$ cat config.mk
export PLATFORM = sky130hd
export DESIGN_NAME = booth_mult_seq_flat
export DESIGN_NICKNAME = d
export VERILOG_FILES = /design/src/rtl/booth_mult_seq_if.sv /design/src/rtl/booth_mult_seq.sv /design/src/flat_wrapper.sv
export SDC_FILE = /design/constraint.sdc
export NUM_CORES = 1
export LEC_CHECK = 0
export CORE_ASPECT_RATIO = 0.8
export CORE_MARGIN = 2
export CORE_UTILIZATION = 54
export DETAILED_ROUTE_END_ITERATION = 8
export GPL_ROUTABILITY_DRIVEN = 0
export PLACE_DENSITY = 0.82
export SETUP_SLACK_MARGIN = 0.1
export SLEW_MARGIN = 20
export SYNTH_ARGS = -nofsm -noshare
export SYNTH_HDL_FRONTEND = slang
export SYNTH_SLANG_ARGS = --single-unit
$ cat constraint.sdc
create_clock -name clock -period 5.97 [get_ports clock]
set_input_delay 1.4925 -clock clock [delete_from_list [all_inputs] [get_ports clock]]
set_output_delay 1.4925 -clock clock [all_outputs]
set_load 0.1 [all_outputs]
$ cat src/rtl/booth_mult_seq_if.sv
// Handshake and operand/result bundle for the sequential Booth multiplier.
// The master side issues requests; the slave side (the multiplier) answers.
interface booth_mult_seq_if #(
  parameter int WIDTH = 32
);
  logic                 start;
  logic [WIDTH-1:0]     multiplicand;
  logic [WIDTH-1:0]     multiplier;
  logic [2*WIDTH-1:0]   product;
  logic                 overflow;
  logic                 busy;
  logic                 ready;
  logic                 done;

  modport master (
    output start, multiplicand, multiplier,
    input  product, overflow, busy, ready, done
  );

  modport slave (
    input  start, multiplicand, multiplier,
    output product, overflow, busy, ready, done
  );
endinterface

$ cat src/rtl/booth_mult_seq.sv
// Sequential radix-2 Booth signed multiplier: one add/sub plus arithmetic
// right shift of {A, Q, q_1} per cycle, full 2*WIDTH-bit product and overflow flag.
module booth_mult_seq #(
  parameter int WIDTH = 32
) (
  input  logic             clock,
  input  logic             reset_n,
  booth_mult_seq_if.slave  bus
);
  localparam int CW = (WIDTH > 1) ? $clog2(WIDTH) : 1;

  localparam logic [1:0] IDLE = 2'd0;
  localparam logic [1:0] RUN  = 2'd1;
  localparam logic [1:0] DONE = 2'd2;

  logic [1:0]       state_reg, state_next;
  // A and M carry one extra bit so that subtracting the most-negative M keeps the sign.
  logic [WIDTH:0]   a_reg, a_next;
  logic [WIDTH:0]   m_reg, m_next;
  logic [WIDTH-1:0] q_reg, q_next;
  logic             q1_reg, q1_next;
  logic [CW-1:0]    cnt_reg, cnt_next;
  logic             ovf_reg, ovf_next;

  logic             accept;
  logic             last_step;
  logic [WIDTH:0]   a_sum;
  logic [WIDTH:0]   a_shift;
  logic [WIDTH-1:0] q_shift;
  logic [WIDTH:0]   prod_top;
  logic             ovf_step;

  assign accept    = bus.start && ((state_reg == IDLE) || (state_reg == DONE));
  assign last_step = (cnt_reg == CW'(WIDTH - 1));

  always_comb begin
    a_sum = a_reg;
    unique case ({q_reg[0], q1_reg})
      2'b01:   a_sum = a_reg + m_reg;
      2'b10:   a_sum = a_reg - m_reg;
      default: a_sum = a_reg;
    endcase
  end

  assign a_shift = {a_sum[WIDTH], a_sum[WIDTH:1]};
  assign q_shift = {a_sum[0], q_reg[WIDTH-1:1]};

  // Result fits in signed WIDTH only if product[2W-1:W-1] is all sign bits.
  assign prod_top = {a_shift[WIDTH-1:0], q_shift[WIDTH-1]};
  assign ovf_step = !((&prod_top) || (~|prod_top));

  always_comb begin
    state_next = state_reg;
    a_next     = a_reg;
    m_next     = m_reg;
    q_next     = q_reg;
    q1_next    = q1_reg;
    cnt_next   = cnt_reg;
    ovf_next   = ovf_reg;

    unique case (state_reg)
      RUN: begin
        a_next  = a_shift;
        q_next  = q_shift;
        q1_next = q_reg[0];
        if (last_step) begin
          state_next = DONE;
          ovf_next   = ovf_step;
        end else begin
          cnt_next = cnt_reg + 1'b1;
        end
      end
      IDLE, DONE: begin
        if (accept) begin
          state_next = RUN;
          a_next     = '0;
          q_next     = bus.multiplier;
          q1_next    = 1'b0;
          m_next     = {bus.multiplicand[WIDTH-1], bus.multiplicand};
          cnt_next   = '0;
        end else begin
          state_next = IDLE;
        end
      end
      default: state_next = IDLE;
    endcase
  end

  always_ff @(posedge clock or negedge reset_n) begin
    if (!reset_n) begin
      state_reg <= IDLE;
      a_reg     <= '0;
      m_reg     <= '0;
      q_reg     <= '0;
      q1_reg    <= 1'b0;
      cnt_reg   <= '0;
      ovf_reg   <= 1'b0;
    end else begin
      state_reg <= state_next;
      a_reg     <= a_next;
      m_reg     <= m_next;
      q_reg     <= q_next;
      q1_reg    <= q1_next;
      cnt_reg   <= cnt_next;
      ovf_reg   <= ovf_next;
    end
  end

  // A and Q stay untouched outside RUN, so the product holds until the next start.
  assign bus.product  = {a_reg[WIDTH-1:0], q_reg};
  assign bus.overflow = ovf_reg;
  assign bus.busy     = (state_reg == RUN);
  assign bus.ready    = (state_reg == IDLE) || (state_reg == DONE);
  assign bus.done     = (state_reg == DONE);
endmodule
$ cat src/flat_wrapper.sv
// flat-port wrapper written by rule: the top's interface ports become plain ports
module booth_mult_seq_flat 
#(
  parameter int WIDTH = 32
)
  (clock, reset_n, bus_start, bus_multiplicand, bus_multiplier, bus_product, bus_overflow, bus_busy, bus_ready, bus_done);
  booth_mult_seq_if #(.WIDTH(WIDTH)) bus_i ();
  input  logic clock;
  input  logic reset_n;
  input wire logic [$bits(bus_i.start)-1:0] bus_start;
  input wire logic [$bits(bus_i.multiplicand)-1:0] bus_multiplicand;
  input wire logic [$bits(bus_i.multiplier)-1:0] bus_multiplier;
  output wire logic [$bits(bus_i.product)-1:0] bus_product;
  output wire logic [$bits(bus_i.overflow)-1:0] bus_overflow;
  output wire logic [$bits(bus_i.busy)-1:0] bus_busy;
  output wire logic [$bits(bus_i.ready)-1:0] bus_ready;
  output wire logic [$bits(bus_i.done)-1:0] bus_done;
  assign bus_i.start = bus_start;
  assign bus_i.multiplicand = bus_multiplicand;
  assign bus_i.multiplier = bus_multiplier;
  assign bus_product = bus_i.product;
  assign bus_overflow = bus_i.overflow;
  assign bus_busy = bus_i.busy;
  assign bus_ready = bus_i.ready;
  assign bus_done = bus_i.done;
  booth_mult_seq #(.WIDTH(WIDTH)) u_core (.clock(clock), .reset_n(reset_n), .bus(bus_i));
endmodule
# After elaboration in Yosys (flattened, before gate mapping)
# Cells that the tools add are included.
# classes
n_addsub	3
eq_ne	8
div_mod_pow	0
shift	0
n_mul	0
n_reduce_logical	14
order_cmp	0
muxes	13
bitwise	0
# op_table
cell	count
one-hot mux 33 bit (2 select lines)	2
one-hot mux 32 bit (2 select lines)	1
adder 33 bit	1
2-to-1 mux 33 bit	1
AND reduction 33 bit	1
OR reduction 33 bit	1
subtractor 33 bit	1
2-to-1 mux 32 bit	1
2-to-1 mux 5 bit	2
one-hot mux 5 bit (2 select lines)	1
AND reduction 2 bit	3
adder 5 x 1 -> 5 bit, second input constant	1
equality test 5 bit, second input constant	1
equality test 2 x 1 -> 1 bit, second input constant	2
equality test 2 bit, second input constant	2
inequality test 2 x 1 -> 1 bit, second input constant	2
one-hot mux 2 bit (2 select lines)	1
AND reduction 3 bit	1
logical NOT 1 bit	2
logical NOT 2 bit	1
logical OR 1 bit	2
2-to-1 mux 1 bit	2
2-to-1 mux 2 bit	1
inequality test 2 bit, second input constant	1
4 further kinds	4
# word_totals
mem_bits_ro	0
mem_count	0
output_inout_bits	68
elab_cells	45
ram_bits	0
latchBits	0
reg_bits	106

# Longest topological paths before layout
# logic_depth
word_depth	6
mapped_depth	22
depth_no_buf	20

# Least setup slack after synthesis
# OpenSTA, ideal clock, no wires.
# synth_timing
kind	reg2reg
startpoint	register u_core.q_reg[0]
endpoint	register u_core.ovf_reg, in the netlist u_core.bus.overflow
stages_incl_launch_ff	19
n_path_buf	3
synth_period_minus_slack_ns	4.673
arrival_ns	4.542
setup_time_ns	0.132
path_slack_ns	1.297
cell_sequence	dfrtp_1 ha_1 clkbuf_1 clkbuf_1 a21oi_1 xnor2_1 ha_1 clkbuf_1 a211oi_1 o21ai_0 a41o_1 o31ai_2 o311a_1 a21oi_1 xor2_1 mux2_2 or2_2 nor4_2 a211oi_1
# synth_via
elab_chain_cells	6
word_cells_on_any_way	8
classes_between	eq/ne: 2; mux: 1; reduce/logical: 5
# synth_lines
item	line_no	rtl
from (decl)	booth_mult_seq.sv:20	logic [WIDTH-1:0] q_reg, q_next;
from (signal assigned)	booth_mult_seq.sv:102	q_reg <= q_next;
equality test 2 bit or equality test 2 x 1 -> 1 bit (tied branches)	booth_mult_seq.sv:38	unique case ({q_reg[0], q1_reg})
one-hot mux 33 bit (2 select lines) *	booth_mult_seq.sv:38	
OR reduction 33 bit	booth_mult_seq.sv:50	assign ovf_step = !((&prod_top) || (~|prod_top));
logical NOT 1 bit	booth_mult_seq.sv:50	
logical OR 1 bit *	booth_mult_seq.sv:50	
logical NOT 1 bit *	booth_mult_seq.sv:50	
to (signal assigned)	booth_mult_seq.sv:105	ovf_reg <= ovf_next;
to (decl)	booth_mult_seq.sv:23	logic ovf_reg, ovf_next;
# Every way passes the cells marked *; elsewhere a longest branch is shown, timed or not.
# A chain may end at the register's enable or synchronous reset.

# Worst setup path in the final report
# layout_timing
startpoint	register u_core.m_reg[0]
endpoint	register u_core.ovf_reg, in the netlist u_core.bus.overflow
# layout_via
elab_chain_cells	6
word_cells_on_any_way	8
classes_between	add/sub: 2; mux: 1; reduce/logical: 5
# layout_lines
item	line_no	rtl
from (decl)	booth_mult_seq.sv:19	logic [WIDTH:0] m_reg, m_next;
from (signal assigned)	booth_mult_seq.sv:101	m_reg <= m_next;
subtractor 33 bit or adder 33 bit (tied branches)	booth_mult_seq.sv:40, booth_mult_seq.sv:39	
one-hot mux 33 bit (2 select lines) *	booth_mult_seq.sv:38	
OR reduction 33 bit	booth_mult_seq.sv:50	
logical NOT 1 bit	booth_mult_seq.sv:50	
logical OR 1 bit *	booth_mult_seq.sv:50	
logical NOT 1 bit *	booth_mult_seq.sv:50	
# Marks and branches as above.

==> flow_summary.json <==
{
  "timing.max_slew.rel_slack": 0.318,
  "synth_sequential_area_ratio": 0.351,
  "netlist_area_um2": 7480,
  "grt_util_all_layers": 0.291,
  "worstPathArrival_ns": 5.34,
  "grt_antenna_before_repair": 0,
  "area_of_the_core_region_um2": 13600,
  "clockBufferDepth": 2,
  "final_util": 0.680,
  "global_route_wire_length_before_repair_mm": 33.6,
  "min-delay-path-class": "register to register",
  "critPathRequiredTime_ns": 6.21,
  "worstSetupEndpointType": "register",
  "detail_route.vias_per_cell": 6.07,
  "dp.final_hpwl_mm": 15.8,
  "cts_root_buffer": "clkbuf_16",
  "die_height_um": 109,
  "floorplan.initialDensity": 0.552,
  "report.final.hold_viol_count": 0,
  "number_of_antenna_repair_diodes": 0,
  "design.final.nets": 1111,
  "hold_ws_ns": 0.508,
  "worst-slew-pin-transition_ns": 1.02,
  "drt-initial-drc-count": 783,
  "endpoint_of_the_worst_register_to_register_path": "u_core.bus.overflow",
  "area.sequential_um2": 2630,
  "maxSlewViolCount": 0,
  "timing.hold.worst_path_depth": 2,
  "route.final.wire_length_mm": 21.0,
  "worst_r2r_startpoint": "u_core.m_reg[0]",
  "most-common-layout-cells": "nand2_1, clkdlybuf4s50_1, dfrtp_1",
  "setup_viol": 0,
  "fmax_mhz": 196,
  "buffering_stage_count_on_the_worst_path_with_inverters_included": 1,
  "setup.worst_path.class": "register to register",
  "synth_cell_types": 72,
  "first_pass_iters": 5,
  "fp.dieArea_um2": 14800,
  "fin_worst_skew_ns": 0.00860,
  "leading_cell_type_in_the_layout_fill_and_taps_excluded": "nand2_1",
  "remaining_drc_errors": 0,
  "ios": 135,
  "async_flop_share": 1.00,
  "grt_remaining_overflow": 0,
  "via_count": 7233,
  "critPathMaxFanout": 8,
  "cts.sinks": 105,
  "launch_point_of_the_worst_hold_path": "u_core.q_reg[2]",
  "cts.repair.resized": 0,
  "critical-path-slowest-cell": "o21ai_0",
  "wire_per_inst_um": 17.6,
  "timing.setup.tns_ns": 0,
  "post-cts-setup-buffer-count": 0,
  "insertion_delay_of_the_later_clocked_pin_in_the_worst_skew_pair_ns": 0.36,
  "maxCapViolCount": 0,
  "drt.antenna.violating_nets": 0,
  "synth-edff-count": 0,
  "timing.critical_path.cells": "inv_1, ha_1, nor3b_1, and2_1, nor3b_2, and2_1, a21oi_1, xnor2_1, ha_1, nand2_1, o21ai_0, nor3b_1, a211oi_1, a21oi_1, a31o_2, nor4_1, nand4_1, nor4_1, nor4bb_1, a211oi_1",
  "worst_slack_ns": 0.868,
  "synth_nets": 1006,
  "dominantRegCellSynth": "dfrtp_1",
  "syn_area_per_cell_um2": 8.29,
  "status": "finished clean",
  "worst-r2r-setup-slack_ns": 0.87,
  "fillers": 1111,
  "post-route-period-util": 0.855,
  "area.growth.synth_to_final_pct": 23.3,
  "floorplan_row_count": 38,
  "fin_crit_ns": 5.10,
  "worstRegToRegCells": 20,
  "io_buffers": 134,
  "startpoint_type": "register",
  "yosys_warnings": 0,
  "grt_setup_unrepaired": "no",
  "cts_inserted_buffers": 9,
  "dpl_worst_slack_ns": 0.968,
  "grt_start_max_net_pins": 73,
  "die_width_um": 136,
  "synth_cells": 902,
  "family_of_cells_with_the_greatest_summed_delay_on_the_critical_path": "simple AND/OR/NAND/NOR gates",
  "clk_transition_reported_paths_ns": 0.08,
  "clock_tree_from_tritoncts": "yes",
  "layout_cells_sized_above_1": 0.0485,
  "postSynthRegisterBits": 105,
  "timing.critical_path.slowest_cell_delay_ns": 0.60,
  "htree_levels": 3,
  "multiInputGateArea_um2": 4580,
  "first_global_vias": 6465,
  "whs_endpoint": "u_core.q_reg[2]",
  "cts_hold_buffers": 0
}
==> metrics by stage <==
step / instance area, um^2 / std cells
after floorplan: 7480 / 902
final: 9220 / 1191
after CTS: 9220 / 1191
after global routing: 9220 / 1191
after detailed placement: 8940 / 1176
after global placement: 8940 / 1176
==> layout make-up <==
| type | instances | area share |
|---|---|---|
| clock buffers | 10 | 0.0248 |
| repair buffers | 142 | 0.153 |
| well taps | 180 | 0.0244 |
| inverters | 25 | 0.0102 |
| multi-input cells | 724 | 0.497 |
| clock inverters | 5 | 0.00502 |
| flip-flops and latches | 105 | 0.285 |
==> how the worst max path moves through the flow <==
stage / from / end / slack [ns] / depth (start not counted)
5_1_grt: u_core.m_reg[2] / u_core.bus.overflow / 0.45 / 18
6_report: u_core.m_reg[0] / u_core.bus.overflow / 0.87 / 20
2_1_floorplan: u_core.q_reg[0] / u_core.bus.overflow / 1.30 / 18
3_3_place_gp: u_core.m_reg[2] / u_core.bus.overflow / 1.19 / 17
4_1_cts: u_core.m_reg[2] / u_core.bus.overflow / 0.96 / 18
3_5_place_dp: u_core.m_reg[2] / u_core.bus.overflow / 0.97 / 18
==> per-layer routing <==
layer / up-vias / track usage / share of wire
met3: 43 / 0.0874 / 0.11
met2: 379 / 0.423 / 0.42
met5: - / 0 / 0
met1: 3385 / 0.419 / 0.44
met4: 0 / 0.0826 / 0.025
li1: 3426 / - / -
==> cells by family after synthesis <==
family / Yosys count / share of synthesized area
AOI/OAI and AO/OA: 245 / 0.215
muxes: 45 / 0.0609
and+or+nand+nor: 348 / 0.215
DFF: 105 / 0.351
buffers and inverters: 73 / 0.0367
xor gates and xnor gates: 49 / 0.0574
adders and majority gates: 37 / 0.0629
==> cells in the mapped netlist, drive strengths merged, types with 3 or more instances <==
master,n,area (um^2)
nand2,191,717
nand3,12,60.1
o21a,6,45.0
nand4,12,75.1
clkbuf,40,150
a41oi,3,26.3
o21ai,95,479
and2,5,33.8
mux2i,41,410
o21bai,8,60.1
a211oi,11,87.6
or2,3,18.8
nor3,21,105
a22o,15,131
a31oi,4,25.0
nor4,16,113
nand2b,5,31.3
o211ai,6,45.0
ha,36,450
xor2,7,61.3
nor2b,11,68.8
mux2,4,45.0
a221oi,3,43.8
or3,4,25.0
inv,24,90.1
buf,8,30.0
a21oi,55,275
nor3b,6,50.1
o31ai,4,35.0
nor2,45,169
a2bb2oi,3,26.3
and3,6,37.5
a21o,10,75.1
dfrtp,105,2630
a311oi,3,43.8
xnor2,42,368
==> worst min-delay path, stage by stage (launching register included) <==
cell	delay (ns)
dfrtp_1	0.37
nand2_1	0.05
o21ai_0	0.06
Power is not shown: default switching activity piles up to over one toggle a cycle in this logic, so the estimate is an artifact.
==> RTL change 1: new RTL, same settings <==
`WIDTH` is set to 32 in 3 places; all go to 64.
--- a/src/rtl/booth_mult_seq_if.sv
+++ b/src/rtl/booth_mult_seq_if.sv
@@ -2,5 +2,5 @@
 // The master side issues requests; the slave side (the multiplier) answers.
 interface booth_mult_seq_if #(
-  parameter int WIDTH = 32
+  parameter int WIDTH = 64
 );
   logic                 start;
--- a/src/rtl/booth_mult_seq.sv
+++ b/src/rtl/booth_mult_seq.sv
@@ -2,5 +2,5 @@
 // right shift of {A, Q, q_1} per cycle, full 2*WIDTH-bit product and overflow flag.
 module booth_mult_seq #(
-  parameter int WIDTH = 32
+  parameter int WIDTH = 64
 ) (
   input  logic             clock,
--- a/src/flat_wrapper.sv
+++ b/src/flat_wrapper.sv
@@ -2,5 +2,5 @@
 module booth_mult_seq_flat 
 #(
-  parameter int WIDTH = 32
+  parameter int WIDTH = 64
 )
   (clock, reset_n, bus_start, bus_multiplicand, bus_multiplier, bus_product, bus_overflow, bus_busy, bus_ready, bus_done);
Ports: changed (resized bus_multiplicand, bus_multiplier and bus_product); port bits go from 135 to 263. The function was not compared with the original's and may differ.
==> RTL change 1 against the original RTL <==
  * Setup slack worse by 0.63 ns
  * Cell area rose by 110%
  * Sequential cell count is 97 higher
  * Critical path type unchanged
  * Non-clock buffer count up 155
  * Utilization up 1.0 points
  * Synthesized area rose by 100%
  * Wire length grew to 2.5 times the old value
Power is not shown: default switching activity piles up to over one toggle a cycle in this logic, so the estimate is an artifact.
==> RTL change 1: results (changes against the original RTL) <==
| Metric | Value |
|---|---|
| Layout clock area frac | `4.062% (+1.1 points)` |
| Hold slack | `0.5021 ns (-0.005833 ns)` |
| Gr usage total | `34.97% (+5.9 points)` |
| Synth top area cells | `dfrtp_1 (33%), nand2_1 (9.9%), o21ai_0 (5.9%)` |
| Via/cell ratio | `6.375 (+5.0%)` |
| Die Width | `192.0 um (+42%)` |
| Post-synthesis sequential area ratio | `33.12% (-2.0 points)` |
| Met2 routed WL | `22610 um (+160%)` |
| Worst-Skew Late Latency | `0.55 ns (+0.19 ns)` |
| Placement Cell Area | `0.01820 mm2 (+100%)` |
| Xor/xnor share of the synthesized area | `5.910% (+0.17 points)` |
| M1 GR Usage | `47.86% (+5.9 points)` |
| Seq area share | `26.15% (-2.4 points)` |
| Clock slew at reported path FFs | `0.06 ns (-0.02 ns)` |
| Worst slew margin | `29.29% (-2.5 points)` |
| Gate Count Post-Synth | `1920 (+110%)` |
| Layout non-clock buf frac | `14.99% (-0.30 points)` |
| Final nets | `2328 (+110%)` |
| #MultiIn Comb | `1576 (+120%)` |
| DRT iter0 DRCs | `1971 (+150%)` |
| Overall routed net length | `53290 um (+150%)` |
| Number of port buffers | `262 (+96%)` |
| Met3 routed WL | `7519 um (+220%)` |
| Synth Net Count | `2119 (+110%)` |
| Total clock sinks | `202 (+92%)` |
| Fill cells | `2199 (+98%)` |
| Post-synthesis mux area share | `5.960% (-0.13 points)` |
| CTS Buf Count | `23 (+14)` |
| Adder-cell share of the synthesized area | `5.623% (-0.67 points)` |
| Inverters | `29 (+16%)` |
| Status | `complete, no violations` |
| Multi-input combinational area share | `51.84% (+2.1 points)` |
| R2R Setup Slk | `0.24 ns (-0.63 ns)` |
| First-pass DRT Iterations | `7 (+2)` |
| Initial antenna violation count | `2 (+2)` |
| Pin count of the biggest net entering global routing | `127 (+74%)` |
| Met2 global-route usage | `52.11% (+9.8 points)` |
| Routed len/inst | `21.18 um (+20%)` |
| Synth Area in Compound Gates | `22.03% (+0.51 points)` |
| Place WS | `-0.1337 ns (-1.102 ns)` |
| # H-tree levels | `1 (-2)` |
| Non-Clock Buffer Count | `297 (+110%)` |
| Vias in the first global route | `14885 (+130%)` |
| CTS resizes | `8 (+8)` |
| First-pass GRT wire length | `81850 um (+140%)` |
| Top post-synthesis cells by count | `nand2_1 (404), dfrtp_1 (202), o21ai_0 (180)` |
| # clk buffers | `30 (+20)` |
| Max Clk Rate | `174.4 MHz (-11%)` |
| Met1 Wirelength | `20920 um (+130%)` |
| Post-DP HPWL | `40250 um (+150%)` |
| Placed Cells | `2473 (+110%)` |
| Share of cells above drive strength 1 | `8.341% (+3.5 points)` |
| Clock Path Buffers | `3 (+1)` |
| Multi-input gate area | `0.01003 mm2 (+120%)` |
| Top Layer Used | `met5` |
| CP arrival | `6.17 ns (+0.83 ns)` |
[RTL change 1: path summary, 6_finish.rpt]
| path | start | endpoint |
|---|---|---|
| max reg2reg | u_core.m_reg[17] | u_core.bus.overflow |
| min | u_core.q_reg[12] | u_core.q_reg[12] |
| max | u_core.m_reg[17] | u_core.bus.overflow |
| max in group asynchronous | reset_n | u_core.q_reg[47] |
| min in group asynchronous | reset_n | u_core.a_reg[59] |
| min reg2reg | u_core.q_reg[12] | u_core.q_reg[12] |
[RTL change 1: critical path, stage by stage (launching register included)]
cell      delay, ns
dfrtp_1        0.42
or4_4          0.58
nor4_4         0.33
and3b_1        0.29
nor2b_1        0.17
buf_4          0.19
a21oi_1        0.09
xnor2_1        0.16
ha_1           0.47
nand2_1        0.21
nor3_2         0.25
and2_1         0.22
o211ai_1       0.20
nand3_1        0.16
xnor2_1        0.17
o21ai_0        0.17
a2111o_1       0.42
or4_1          0.47
nor4_2         0.35
and4_1         0.23
nor2_1         0.05
==> RTL change 2: new RTL, config.mk and constraints unchanged <==
Without the edit above. Take the reset off `q_reg` and load it in a clocked block of its own.
--- a/src/rtl/booth_mult_seq.sv
+++ b/src/rtl/booth_mult_seq.sv
@@ -92,5 +92,4 @@
       a_reg     <= '0;
       m_reg     <= '0;
-      q_reg     <= '0;
       q1_reg    <= 1'b0;
       cnt_reg   <= '0;
@@ -100,9 +99,12 @@
       a_reg     <= a_next;
       m_reg     <= m_next;
-      q_reg     <= q_next;
       q1_reg    <= q1_next;
       cnt_reg   <= cnt_next;
       ovf_reg   <= ovf_next;
     end
+  end
+
+  always_ff @(posedge clock) begin
+    q_reg <= q_next;
   end
 
Check against the original RTL: not equivalent (a bounded check fails within 4 cycles, from zero or initial values and one cycle with reset_n low).
==> RTL change 2 against the original RTL <==
  * Wire length increased by 2.8%
  * Critical path type unchanged
  * Setup slack lost 0.26 ns
  * Cell area is 1.4% higher
  * Synthesized area is 1.3% higher
  * Via count about the same
  * Sequential cell count is the same
Power is left out: the tool's default activity adds up to more than one toggle a clock period on the data nets, which glitch-free logic cannot reach.
==> RTL change 2: results (changes against the original RTL) <==
| Metric | Value |
|---|---|
| Status | `complete, no violations` |
| Grt peak-use layer | `met1` |
| Share of cells above drive strength 1 | `8.815% (+4.0 points)` |
| Post-synthesis sequential area ratio | `36.83% (+1.7 points)` |
| Slowest stage delay, CP | `0.58 ns (-0.02 ns)` |
| WHS Endpoint | `u_core.m_reg[16]` |
| Final nets | `1086 (-2.3%)` |
| Worst slew pin tran | `1.063 ns (+0.04275 ns)` |
| First-pass GRT wire length | `34200 um (+1.9%)` |
| Yosys cell types | `86 (+19%)` |
| Pin count of the biggest net entering global routing | `74 (+1.4%)` |
| Slowest stage cell, crit path | `or4_4` |
| Setup Skew | `0.01217 ns (+0.003578 ns)` |
| Vias in the first global route | `6539 (+1.1%)` |
| CP arrival | `5.60 ns (+0.26 ns)` |
| DRT iter0 DRCs | `796 (+1.7%)` |
| Routed len/inst | `18.51 um (+5.0%)` |
| Global-route track usage on met3 | `5.901% (-2.8 points)` |
| Synth top area cells | `dfrtp_1 (24%), edfxtp_1 (13%), nand2_1 (7.3%)` |
| Post-DP HPWL | `15930 um (+0.70%)` |
| Number of flops mapped to enable cells by yosys | `32 (+32)` |
| Worst-path maximum fanout | `7 (-1)` |
| Depth of the most critical reg-to-reg path | `18 (-10%)` |
| Hold Path Class | `flop to flop` |
| Vias | `7228 (-0.069%)` |
| Top post-synthesis cells by count | `nand2_1 (147), dfrtp_1 (73), a21oi_1 (66)` |
| Gr usage total | `29.28% (+0.20 points)` |
| First-pass DRT Iterations | `7 (+2)` |
| R2R Setup Slk | `0.61 ns (-0.26 ns)` |
| Hold Startpoint | `u_core.m_reg[16]` |
## RTL change 2: changes by cell type after synthesis, sizes merged, moves of 12 or more
| cell | before | now |
|---|---|---|
| mux2 | 4 | 33 |
| nor2 | 45 | 61 |
| nand3 | 12 | 24 |
| edfxtp | 0 | 32 |
| o21ai | 95 | 57 |
| mux2i | 41 | 5 |
| nand2 | 191 | 148 |
| dfrtp | 105 | 73 |
| a21oi | 55 | 69 |
## RTL change 2: how the worst max path moves through the flow
stage	startpoint	end	slack [ns]
2_1_floorplan	u_core.m_reg[12]	u_core.bus.overflow	1.43
3_3_place_gp	u_core.m_reg[12]	u_core.bus.overflow	1.0
3_5_place_dp	u_core.m_reg[15]	u_core.bus.overflow	0.80
4_1_cts	u_core.m_reg[15]	u_core.bus.overflow	0.75
5_1_grt	u_core.m_reg[15]	u_core.bus.overflow	0.10
6_report	u_core.m_reg[12]	u_core.bus.overflow	0.61
## RTL change 2: area by class of cell
class / count / area [um2] / share of cell area [%]
Tap cell: 180 / 225.2 / 2.410
Timing Repair Buffer: 141 / 1389 / 14.86
Clock buffer: 9 / 225.2 / 2.410
Multi-Input combinational cell: 701 / 4528 / 48.45
Clock inverter: 7 / 101.3 / 1.084
Sequential cell: 105 / 2788 / 29.83
Inverter: 24 / 90.09 / 0.9639
## RTL change 2: through the flow
stage	hold slack (ns)	util [%]	cell area, um2	instances	setup WS (ns)
2_1_floorplan	0.4710	-	7570	870	1.433
3_3_place_gp	0.4951	66.10	9020	1151	0.9956
3_5_place_dp	0.5075	66.10	9020	1151	0.7978
4_1_cts	0.5291	68.49	9346	1167	0.7486
5_1_grt	0.5390	68.49	9346	1167	0.1000
6_report	0.5235	68.49	9346	1167	0.6055
## RTL change 2: worst max-delay path, delay by kind of cell (launching register included)
family / cells / cell delay, ns
and+or+nand+nor: 9 / 2.64
AOI/OAI and AO/OA: 7 / 1.67
DFF: 1 / 0.41
adders and majority gates: 1 / 0.38
xor gates and xnor gates: 1 / 0.16
## RTL change 2: layer usage
| metal | vias up | part of all wire [%] | wire [um] |
|---|---|---|---|
| met5 | - | 0 | 0 |
| met4 | 0 | 1.8 | 386 |
| met3 | 32 | 8.4 | 1822 |
| met2 | 349 | 43 | 9241 |
| met1 | 3431 | 47 | 10160 |
| li1 | 3416 | - | - |
## RTL change 2: kinds of logic (layout without fill, tap and decap cells)
group	Yosys count	count (layout)	share of synthesized area [%]
AOI/OAI and AO/OA	235	235	20.51
adders and majority gates	37	37	6.215
buffers and inverters	64	181	3.455
and+or+nand+nor	346	346	22.21
xor gates and xnor gates	45	45	5.207
DFF	105	105	36.83
muxes	38	38	5.570
